$ cat src/rtl/seg_scan_driver.sv
// Seven-segment scan engine: walks NUM_DIGITS slots, overlays the team indicator, applies blank/blink.
// Latency: outputs register one cycle after each refresh tick; team strobes act on the next clk edge.
// Backpressure: none; free-running scan, inputs sampled only on tick, strobes never stall.
module seg_scan_driver #(
    parameter int NUM_DIGITS   = 8,
    parameter int DIGIT_W      = 4,
    parameter int REFRESH_DIV  = 100000,
    parameter int BLINK_FRAMES = 64,
    parameter int T_GLYPH      = 15
) (
    input  logic                          clk,
    input  logic                          rst,
    input  logic [NUM_DIGITS*DIGIT_W-1:0] digits_in,
    input  logic [NUM_DIGITS-1:0]         blank_mask,
    input  logic [NUM_DIGITS-1:0]         blink_mask,
    input  logic                          inning_over,
    input  logic                          game_over,
    input  logic                          winner,
    input  logic                          update,
    input  logic                          team_sw,
    output logic [DIGIT_W-1:0]            digit_out,
    output logic [NUM_DIGITS-1:0]         anode_n,
    output logic [$clog2(NUM_DIGITS)-1:0] digit_idx,
    output logic                          team_view
);

    localparam int IDX_W = $clog2(NUM_DIGITS);
    localparam int PR_W  = $clog2(REFRESH_DIV);
    localparam int FC_W  = (BLINK_FRAMES > 1) ? $clog2(BLINK_FRAMES) : 1;

    localparam logic [IDX_W-1:0]   LAST_SLOT  = IDX_W'(NUM_DIGITS - 1);
    localparam logic [PR_W-1:0]    PR_LAST    = PR_W'(REFRESH_DIV - 1);
    localparam logic [FC_W-1:0]    FRAME_LAST = FC_W'(BLINK_FRAMES - 1);
    localparam logic [DIGIT_W-1:0] T_CODE     = DIGIT_W'(T_GLYPH);

    typedef enum logic {
        T1 = 1'b0,
        T2 = 1'b1
    } team_t;

    logic [PR_W-1:0]       prescaler;
    logic                  tick;
    logic [IDX_W-1:0]      ptr;
    logic                  frame_end;
    logic [FC_W-1:0]       frame_cnt;
    logic                  blink_phase;
    team_t                 team_q;
    team_t                 team_nxt;
    logic                  view_default;
    logic [DIGIT_W-1:0]    slot_code [NUM_DIGITS];
    logic                  slot_dark;
    logic [NUM_DIGITS-1:0] anode_nxt;

    // ---------------- refresh prescaler ----------------
    assign tick = (prescaler == PR_LAST);

    always_ff @(posedge clk) begin
        if (rst) begin
            prescaler <= '0;
        end else if (tick) begin
            prescaler <= '0;
        end else begin
            prescaler <= prescaler + PR_W'(1);
        end
    end

    // ---------------- digit pointer ----------------
    assign frame_end = tick && (ptr == LAST_SLOT);

    always_ff @(posedge clk) begin
        if (rst) begin
            ptr <= '0;
        end else if (tick) begin
            ptr <= (ptr == LAST_SLOT) ? '0 : ptr + IDX_W'(1);
        end
    end

    // Phase flips at a frame boundary, so a blinking slot never changes mid-frame.
    always_ff @(posedge clk) begin
        if (rst) begin
            frame_cnt   <= '0;
            blink_phase <= 1'b0;
        end else if (frame_end) begin
            if (frame_cnt == FRAME_LAST) begin
                frame_cnt   <= '0;
                blink_phase <= ~blink_phase;
            end else begin
                frame_cnt <= frame_cnt + FC_W'(1);
            end
        end
    end

    // ---------------- team view state ----------------
    always_ff @(posedge clk) begin
        if (rst) begin
            team_q <= T1;
        end else begin
            team_q <= team_nxt;
        end
    end

    always_comb begin
        team_nxt     = team_q;
        view_default = game_over ? winner : inning_over;
        case ({update, team_sw})
            2'b10:   team_nxt = team_t'(view_default);
            2'b01:   team_nxt = team_t'(~team_q);
            2'b11:   team_nxt = team_t'(~view_default);
            default: team_nxt = team_q;
        endcase
    end

    assign team_view = team_q;

    // ---------------- glyph selection ----------------
    // Top two slots are owned by the team indicator; their digits_in bits are ignored.
    always_comb begin
        for (int k = 0; k < NUM_DIGITS; k++) begin
            slot_code[k] = digits_in[k*DIGIT_W +: DIGIT_W];
        end
        slot_code[NUM_DIGITS-1] = T_CODE;
        slot_code[NUM_DIGITS-2] = DIGIT_W'(team_q) + DIGIT_W'(1);
    end

    always_comb begin
        slot_dark = blank_mask[ptr] | (blink_mask[ptr] & blink_phase);
        anode_nxt = '1;
        if (!slot_dark) begin
            anode_nxt = ~(NUM_DIGITS'(1) << ptr);
        end
    end

    // ---------------- output registers ----------------
    always_ff @(posedge clk) begin
        if (rst) begin
            anode_n   <= '1;
            digit_out <= '0;
            digit_idx <= '0;
        end else if (tick) begin
            anode_n   <= anode_nxt;
            digit_out <= slot_code[ptr];
            digit_idx <= ptr;
        end
    end

endmodule

$ cat config.mk
export PLATFORM = sky130hd
export DESIGN_NAME = seg_scan_driver
export DESIGN_NICKNAME = d
export VERILOG_FILES = /design/src/rtl/seg_scan_driver.sv
export SDC_FILE = /design/constraint.sdc
export NUM_CORES = 1
export LEC_CHECK = 0
export CAP_MARGIN = 5
export CELL_PAD_IN_SITES_DETAIL_PLACEMENT = 1
export CELL_PAD_IN_SITES_GLOBAL_PLACEMENT = 2
export CORE_ASPECT_RATIO = 1.25
export CORE_UTILIZATION = 27
export DETAILED_ROUTE_END_ITERATION = 10
export PLACE_DENSITY_LB_ADDON = 0.3
export SKIP_CTS_REPAIR_TIMING = 1
export SLEW_MARGIN = 20
export SYNTH_ARGS = -nofsm -noshare
export SYNTH_HDL_FRONTEND = slang
export SYNTH_SLANG_ARGS = --single-unit
$ cat constraint.sdc
create_clock -name clk -period 2.65 [get_ports clk]
set_input_delay 0.3975 -clock clk [delete_from_list [all_inputs] [get_ports clk]]
set_output_delay 0.3975 -clock clk [all_outputs]
set_load 0.02 [all_outputs]
Yosys cells after proc, flatten, opt, wreduce, memory -nomap -nowiden --
Index checks and enable logic that the tools add are counted. Widths: inputs -> output; s select.
Storage, ports and cells: register bits after elaboration 43, input port bits 55
Cells by class: add/subtract/negate cells 4, $lt $le $gt $ge 2, equal/unequal tests 6, shift operators 1, multiplexer cells 12, bitwise operators 7, reductions and logical operators 4
Operators with widths (number):
- $add 17x1->17 const B | 1
- $eq 17x17->1 const B | 1
- $bmux 4 s3 | 1
- $mux 4 | 2
- $mux 8 | 1
- $not 8->8 | 1
- $shl 1x3->8 const A | 1
- $add 6x1->6 const B | 1
- $bmux 1 s3 | 2
- $eq 6x6->1 const B | 1
- $mux 6 | 1
- $eq 2x2->1 const B | 2
- $ge 4x4->1 const B | 1
- $lt 3x4->1 const B | 1
- $not 3->4 | 1
- $add 3x1->3 const B | 1
- $eq 3x3->1 const B | 1
- $mux 1 | 3
- $mux 3 | 1
- $not 1->1 | 3
- $pmux 1 s3 | 1
- $reduce_bool 3->1 | 1
- $add 1x1->2 const B | 1
- $eq 2x1->1 const B | 1
- other kinds (5) | 5

Logic depth before layout (Yosys ltp) --
Gate-level depths: netlist of run 1.
word-level depth 5, mapped depth 8

Worst setup path after synthesis of run 1 --
OpenSTA, ideal clock, no wires.
kind register -> register, start register prescaler[5], end register frame_cnt[5], library setup time 0.074 ns, arrival 1.881 ns, required time 2.576 ns, path slack 0.695 ns, cell stages (with the launch flop) 6, period minus slack after synthesis 1.955 ns, cell sequence dfxtp_1 or4b_4 nor4_4 nand2_4 or4_1 a31oi_1
Between the ends: word-level cells in the longest chain between the ends 2
RTL lines:
- from (decl) | RTL line 41 | logic [PR_W-1:0] prescaler;
- from (signal assigned) | RTL line 63 | prescaler <= prescaler + PR_W'(1);
- $eq 17x17->1 | RTL line 55 | assign tick = (prescaler == PR_LAST);
- $logic_and 1x1->1 | RTL line 68 | assign frame_end = tick && (ptr == LAST_SLOT);
- to (signal assigned) | RTL line 88 | frame_cnt <= frame_cnt + FC_W'(1);
- to (decl) | RTL line 45 | logic [FC_W-1:0] frame_cnt;
No other way between the ends. A chain may end at the register's enable or synchronous reset.

Worst setup path in the final report of run 1 --
start register prescaler[0], end register digit_out[2]
Between the ends: word-level cells in the longest chain between the ends 1
RTL lines:
- $eq 17x17->1 | RTL line 55
- to (signal assigned) | RTL line 141 | digit_out <= slot_code[ptr];
- to (decl) | RTL line 21 | output logic [DIGIT_W-1:0] digit_out,
No other way between the ends.

==> summary.md, run 1 <==
| Metric | Value |
|---|---|
| Worst VDD drop | 0.323 mV |
| Hold Path Origin | digit_idx[1] |
| Gpl congestion | 0.720 |
| Final ANT Viol Nets | 0 |
| Ant. Diodes | 0 |
| Placed inst area | 2960 um2 |
| Share of cells above drive strength 1 | 7.69% |
| Via density | 4.91 |
| CP Launch Type | flip-flop |
| Area occupied by multi-input gates | between 1000 and 1500 um2 |
| P&R area growth vs syn | 36.6% |
| Setup TNS | 0 ps |
| Crit path required time | 2840 ps |
| Largest net degree at the start of global routing | 36 |
| RR Endpoint | digit_out[2] |
| Total power | approximately 1300 uW |
| Worst Hold End | digit_idx[1] |
| PortBufs | between 60 and 70 |
| Clk sinks | 43 |
| Layout Nets | 375 |
| Final hold vios | 0 |
| Synthesis Warnings | 0 |
| CTS max path bufs | 2 |
| Slew headroom | 64.2% |
| TritonCTS clock tree | yes |
| First-pass GRT wire length | 10.1 mm |
| Sw Share | 21.0% |
| Worst Hold Depth | 2 |
| Final period utilization | 82.3% |
| Clock Skew | 10.1 ps |
| Final wirelength | 5.95 mm |
| Clock transition at path regs | 80 ps |
| Die span in x | 83.6 um |
| CP max FO | 35 |
| Element type at the critical path end | flip-flop |
| Tmin final | 2180 ps |
| Register share of total power | 51.3% |
| # rows | 36 |
| FMAX | 0.458 GHz |
| Ports | 71 |
| Post-Syn Instances | 252 |
| H-tree levels | 2 |
| Yosys reg bits | 43 |
| Worst path arrival time | ~2400 ps |
| Utilization after layout | 38.7% |
| Die ar. | 8690 um2 |
| R2r worst-path depth | 7 |
| Register Area | 861 um2 |
| Tot GR Track Use | 14.3% |
| Clk network pwr share | 39.0% |
| DRC violations left | 0 |
| Via count | 1998 |
| Unrepaired setup endpoints after global routing | false |
| Kind of critical path | flip-flop to flip-flop |
| Final setup violation count | 0 |
| Clk_lat worst skew | about 300 ps |
| Combinational Power Share | 9.7% |
| Static Leak | 0.00115 uW |
| Int Power | roughly 1000 uW |
| Tightest Hold Check Type | flip-flop to flip-flop |
| DR iter-0 viols | 29 |
| Die Y | 104 um |
| Vias in the first global route | 2139 |
| Net count after synthesis | 315 |
| DP Wirelength | 4.58 mm |
| Initial Utilization | 28.3% |
| CORE AREA | 7930 um2 |
| Syn avg cell area | 8.92 um2 |
| Average routed wire per standard cell | 14.6 um |
| Pwr dens | 418 nW/um2 |
| Reg2reg setup slack | around 470 ps |
| Max-Cap Viols | 0 |
| First drt pass iteration count | 4 |
| Initial antenna violation count | 0 |
| Unique cell type count in the Yosys netlist | 40 |
| Worst flop-to-flop path startpoint | prescaler[0] |
| Status | completed |
| Root buffer cell | clkbuf_8 |
| Sw Pwr | 269 uW |
| Fillers | 932 |
| Pin slew with the least headroom to its limit | 532 ps |
| Final Max Tran Viols | 0 |
| Mapped Area | 2250 um2 |
| Fin area | 3070 um2 |
| Sequential share of the synthesized area | 38.3% |
| GR Overflow Total | 0 |
| Min Hold Slack | 467 ps |
| Total CTS buffers | 5 |
[cells in the final DEF (no fill, tap or decap), drive strengths merged, types with 3 or more instances in the layout]
| cell | synthesis | final |
|---|---|---|
| clkdlybuf4s50 | 0 | 62 |
| nor2 | 47 | 47 |
| dfxtp | 43 | 43 |
| nand2 | 21 | 21 |
| xnor2 | 11 | 11 |
| a21oi | 10 | 10 |
| and3 | 9 | 9 |
| nand3 | 8 | 8 |
| xor2 | 8 | 8 |
| ha | 8 | 8 |
| inv | 7 | 7 |
| o21bai | 7 | 7 |
| a211oi | 7 | 7 |
| nand4 | 6 | 6 |
| mux4 | 6 | 6 |
| mux2i | 5 | 5 |
| o21ai | 5 | 5 |
| clkbuf | 7 | 5 |
| buf | 7 | 5 |
| nor4 | 5 | 5 |
| nand3b | 3 | 3 |
[power by group through the flow]
stage / Sequential, uW / Clock [uW] / Combinational, uW
floorplan: 674 / 0 / 41.7
CTS: 659 / 521 / 127
global placement: 674 / 0 / 124
detailed placement: 674 / 0 / 127
global route: 660 / 552 / 136
finish: 659 / 500 / 124
[sequential cells by signal, indices dropped and copies added (netlist names)]
| name | flops |
|---|---|
| frame_cnt | 6 |
| digit_out | 4 |
| team_view | 1 |
| prescaler | 17 |
| anode_n | 8 |
| digit_idx | 3 |
| ptr | 3 |
| blink_phase | 1 |
[per-layer routing]
metal | wire [um] | track usage (%) | vias up
li1 | - | - | 1000
met1 | 2440 | 15.7 | 966
met2 | 3290 | 27.5 | 26
met3 | 149 | 2.54 | 6
met4 | 72 | 3.63 | 0
met5 | 0 | 0 | -
[cells by family (layout without fill, tap and decap cells)]
| logic type | count (synthesis) | after routing | synth area share, % |
|---|---|---|---|
| compound gates | 41 | 41 | 12.5 |
| xor+xnor | 19 | 19 | 7.41 |
| fa+ha+maj | 8 | 8 | 4.45 |
| buf+inv | 21 | 81 | 4.40 |
| flops | 43 | 43 | 38.3 |
| mux | 11 | 11 | 8.24 |
| simple gates | 109 | 109 | 24.7 |
[critical path, cell delays in order (launching register included)]
cell and delay [ps]:
dfxtp_1 370, ha_1 250, nand3_1 200, nor4_4 490, and2_2 260, buf_12 190
nor2_1 60, a311oi_1 270
[cell type report]
class                           count  area share (%)
Sequential cell                    43            28.0
Timing Repair Buffer               67            21.8
Inverter                            7           0.856
Clock buffer                        5            2.24
Tap cell                           95            3.87
Multi-Input combinational cell    188            41.9
Clock inverter                      2            1.22
[how the worst max path moves through the flow]
stage | startpoint | endpoint | depth (start not counted)
2_1_floorplan | prescaler[5] | frame_cnt[5] | 5
3_3_place_gp | prescaler[0] | frame_cnt[5] | 6
3_5_place_dp | prescaler[0] | frame_cnt[5] | 6
4_1_cts | prescaler[0] | digit_out[2] | 7
5_1_grt | prescaler[0] | frame_cnt[5] | 6
6_report | prescaler[0] | digit_out[2] | 7
[through the flow]
step	cells	setup slack, ps
finish	407	468
floorplan	252	695
global placement	400	543
detailed placement	400	464
global route	407	226
CTS	407	431
[synth_stat cells (all sizes together)]
library cell	instances	area, um2
inv	7	26.3
or3	1	7.51
nand3	8	40.0
buf	7	46.3
a21oi	10	50.1
nand2	21	86.3
dfxtp	43	861
ha	8	100
or4b	1	13.8
nor4	5	61.3
a311oi	2	17.5
or2b	1	7.51
nand3b	3	22.5
or4	1	7.51
clkbuf	7	26.3
nor3	2	10.0
o211a	1	10.0
mux2i	5	50.1
o32a	2	20.0
a211oi	7	52.6
o311ai	2	17.5
o21ai	5	25.0
nand4	6	37.5
and2	1	7.51
xor2	8	70.1
xnor2	11	96.3
nor2	47	176
o21bai	7	52.6
mux4	6	135
or2	1	6.26
and3	9	56.3
a21o	2	15.0
nand2b	1	6.26
a31oi	2	12.5
o21a	1	7.51
and4	1	8.76
Power figures use the tool's default switching activity.
==> run 2: changes to the inputs <==
--- a/config.mk
+++ b/config.mk
@@ -9,7 +9,7 @@
 export CELL_PAD_IN_SITES_DETAIL_PLACEMENT = 1
 export CELL_PAD_IN_SITES_GLOBAL_PLACEMENT = 2
 export CORE_ASPECT_RATIO = 1.25
-export CORE_UTILIZATION = 27
+export CORE_UTILIZATION = 24
 export DETAILED_ROUTE_END_ITERATION = 10
 export PLACE_DENSITY_LB_ADDON = 0.3
 export SKIP_CTS_REPAIR_TIMING = 1
==> constraint.sdc (replaced) <==
create_clock -name clk -period 1.83 [get_ports clk]
set_input_delay 0.2745 -clock clk [delete_from_list [all_inputs] [get_ports clk]]
set_output_delay 0.2745 -clock clk [all_outputs]
set_load 0.02 [all_outputs]
==> run 2 against run 1 <==
The flow now finishes with violations (setup timing). First-iteration DRC count up 120%. Final area up 21%. Sequential share of layout area decreased by 4.8 points. Non-clock buffer count grew 37. Highest routed layer unchanged. Largest power group unchanged. Setup slack got worse by 590 ps. Wire length increased by 21%. Flip-flop and latch count did not move.
==> summary.md, run 2 (same netlist as run 1, synthesis figures left out) <==
| Metric | Value |
|---|---|
| Clk sinks | 43 |
| Slew headroom | 74.6% |
| H-tree levels | 2 |
| Crit path cell chain | or4b_4 -> nor4_4 -> buf_4 -> and2_4 -> buf_12 -> nand3b_1 -> o32a_1 |
| Kind of critical path | flip-flop to flip-flop |
| Final setup violation count | ~40 |
| Final ANT Viol Nets | 0 |
| Fillers | approximately 1000 |
| Die Y | 110 um |
| Critical Path Stages | 7 |
| Clock Skew | between 4 and 5 ps |
| DP Wirelength | around 5 mm |
| Int Power | 1670 uW |
| Final wirelength | 7.18 mm |
| Die span in x | between 80 and 90 um |
| P&R area growth vs syn | 65.1% |
| CP max FO | 8 |
| Tot GR Track Use | 15.0% |
| Utilization after layout | 40.7% |
| Sw Share | 21.0% |
| Share of cells above drive strength 1 | roughly a quarter |
| Unrepaired setup endpoints after global routing | true |
| Sw Pwr | 446 uW |
| Clock transition at path regs | 60 ps |
| Failing checks | setup timing |
| Total CTS buffers | 5 |
| Slowest cell delay on critical path | 540 ps |
| CP delay by family, top | simple AND/OR/NAND/NOR gates |
| First-pass GRT wire length | approximately 11 mm |
| Most common cell after layout, fill and taps aside | clkdlybuf4s50_1 |
| Area occupied by multi-input gates | 1460 um2 |
| Slowest stage cell, crit path | or4b_4 |
| Clk_lat worst skew | 290 ps |
| # rows | 39 |
| First drt pass iteration count | 4 |
| FMAX | between 0.5 and 0.6 GHz |
| Gpl congestion | 0.719 |
| Static Leak | 0.00142 uW |
| DRC violations left | 0 |
| DR iter-0 viols | 64 |
| Reg2reg setup slack | -120 ps |
| Max-Cap Viols | 0 |
| Commonest non-fill, non-tap cells in the layout | clkdlybuf4s50_1, dfxtp_1, buf_4 |
| Pwr dens | roughly 570 nW/um2 |
| Initial antenna violation count | 0 |
| Via density | 4.62 |
| Layout Nets | ~410 |
| Root buffer cell | clkbuf_16 |
| GR Overflow Total | 0 |
| Element type at the critical path end | flip-flop |
| Worst path arrival time | 2130 ps |
| Register Area | 862 um2 |
| Worst path bufs/invs | 2 |
| Largest net degree at the start of global routing | 33 |
| Worst VDD drop | 0.351 mV |
| Worst Hold Depth | 2 |
| Ant. Diodes | 0 |
| Via count | 2183 |
| Tightest Hold Check Type | flip-flop to flip-flop |
| Register share of total power | 45.0% |
| Vias in the first global route | 2239 |
| Top flop regs | prescaler: 17 flops, anode_n: 8 flops, frame_cnt: 6 flops |
| Clk network pwr share | between 40% and 50% |
| R2r worst-path depth | 7 |
| Reg with most FFs | prescaler |
| CP Launch Type | flip-flop |
| Ports | 71 |
| Die ar. | slightly below 10000 um2 |
| Pin slew with the least headroom to its limit | 377 ps |
| Setup TNS | -2510 ps |
| CORE AREA | 9130 um2 |
| Final worst slack | -121 ps |
| CTS max path bufs | 2 |
| Initial Utilization | 24.6% |
| Status | complete, but fails checks |
| Final hold vios | 0 |
| Max reg flops | 17 |
| TritonCTS clock tree | yes |
| Crit path required time | 2000 ps |
| Tmin final | 1950 ps |
| Average routed wire per standard cell | 15.2 um |
| Combinational Power Share | a little over a tenth |
| Final Max Tran Viols | 0 |
| Final period utilization | 107% |
| PortBufs | 62 |
-- run 2: cell count changes in the layout (fill, tap and decap cells not counted), sizes merged --
cell / delta
clkinvlp: -1
buf: +33
bufinv: -1
clkbuf: +7
-- run 2: path summary, 6_finish.rpt --
kind | startpoint | to
setup / recovery | prescaler[5] | anode_n[3]
hold / removal | digit_idx[2] | digit_idx[2]
setup reg to reg | prescaler[5] | anode_n[3]
hold reg to reg | digit_idx[2] | digit_idx[2]
-- run 2: power by group through the flow --
| stage | registers, uW | clock network (uW) | logic, uW |
|---|---|---|---|
| 2_1_floorplan | 977 | 0 | 63.6 |
| 3_3_place_gp | 974 | 0 | 192 |
| 3_5_place_dp | 974 | 0 | 195 |
| 4_1_cts | 953 | 971 | 196 |
| 5_1_grt | 954 | 1010 | 241 |
| 6_report | 953 | 945 | 222 |
-- run 2: area by class of cell --
cell class	count	area share (%)
Timing Repair Buffer	104	28.4
Sequential cell	43	23.2
Tap cell	123	4.15
Clock buffer	8	4.21
Multi-Input combinational cell	188	39.3
Inverter	7	0.708
-- run 2: routing by layer --
layer | vias up | part of all wire, % | GRT usage (%)
met5 | - | 0 | 0
met4 | 0 | 3.0 | 7.49
met3 | 16 | 2.6 | 2.68
met2 | 32 | 58 | 29.1
met1 | 1053 | 37 | 15.1
li1 | 1082 | - | -
-- run 2: per-stage QoR --
step                      instance area (um2)  std cells  hold slack, ps  total power [uW]  worst slack [ps]
after detailed placement                 3200        453             450              1170              -104
after CTS                                3360        461             455              2120              -124
after global routing                     3710        473             471              2200              -239
after floorplan                          2260        252             417              1040              -125
after global placement                   3200        453             444              1170             -49.3
final                                    3710        473             455              2120              -121
-- run 2: worst reg2reg max path, delay by kind of cell (launching register included) --
family                 cells  cell delay (ps)
AO/OA/AOI/OAI              1              160
buffers and inverters      2              320
flip-flops                 1              320
AND/OR/NAND/NOR            4             1040
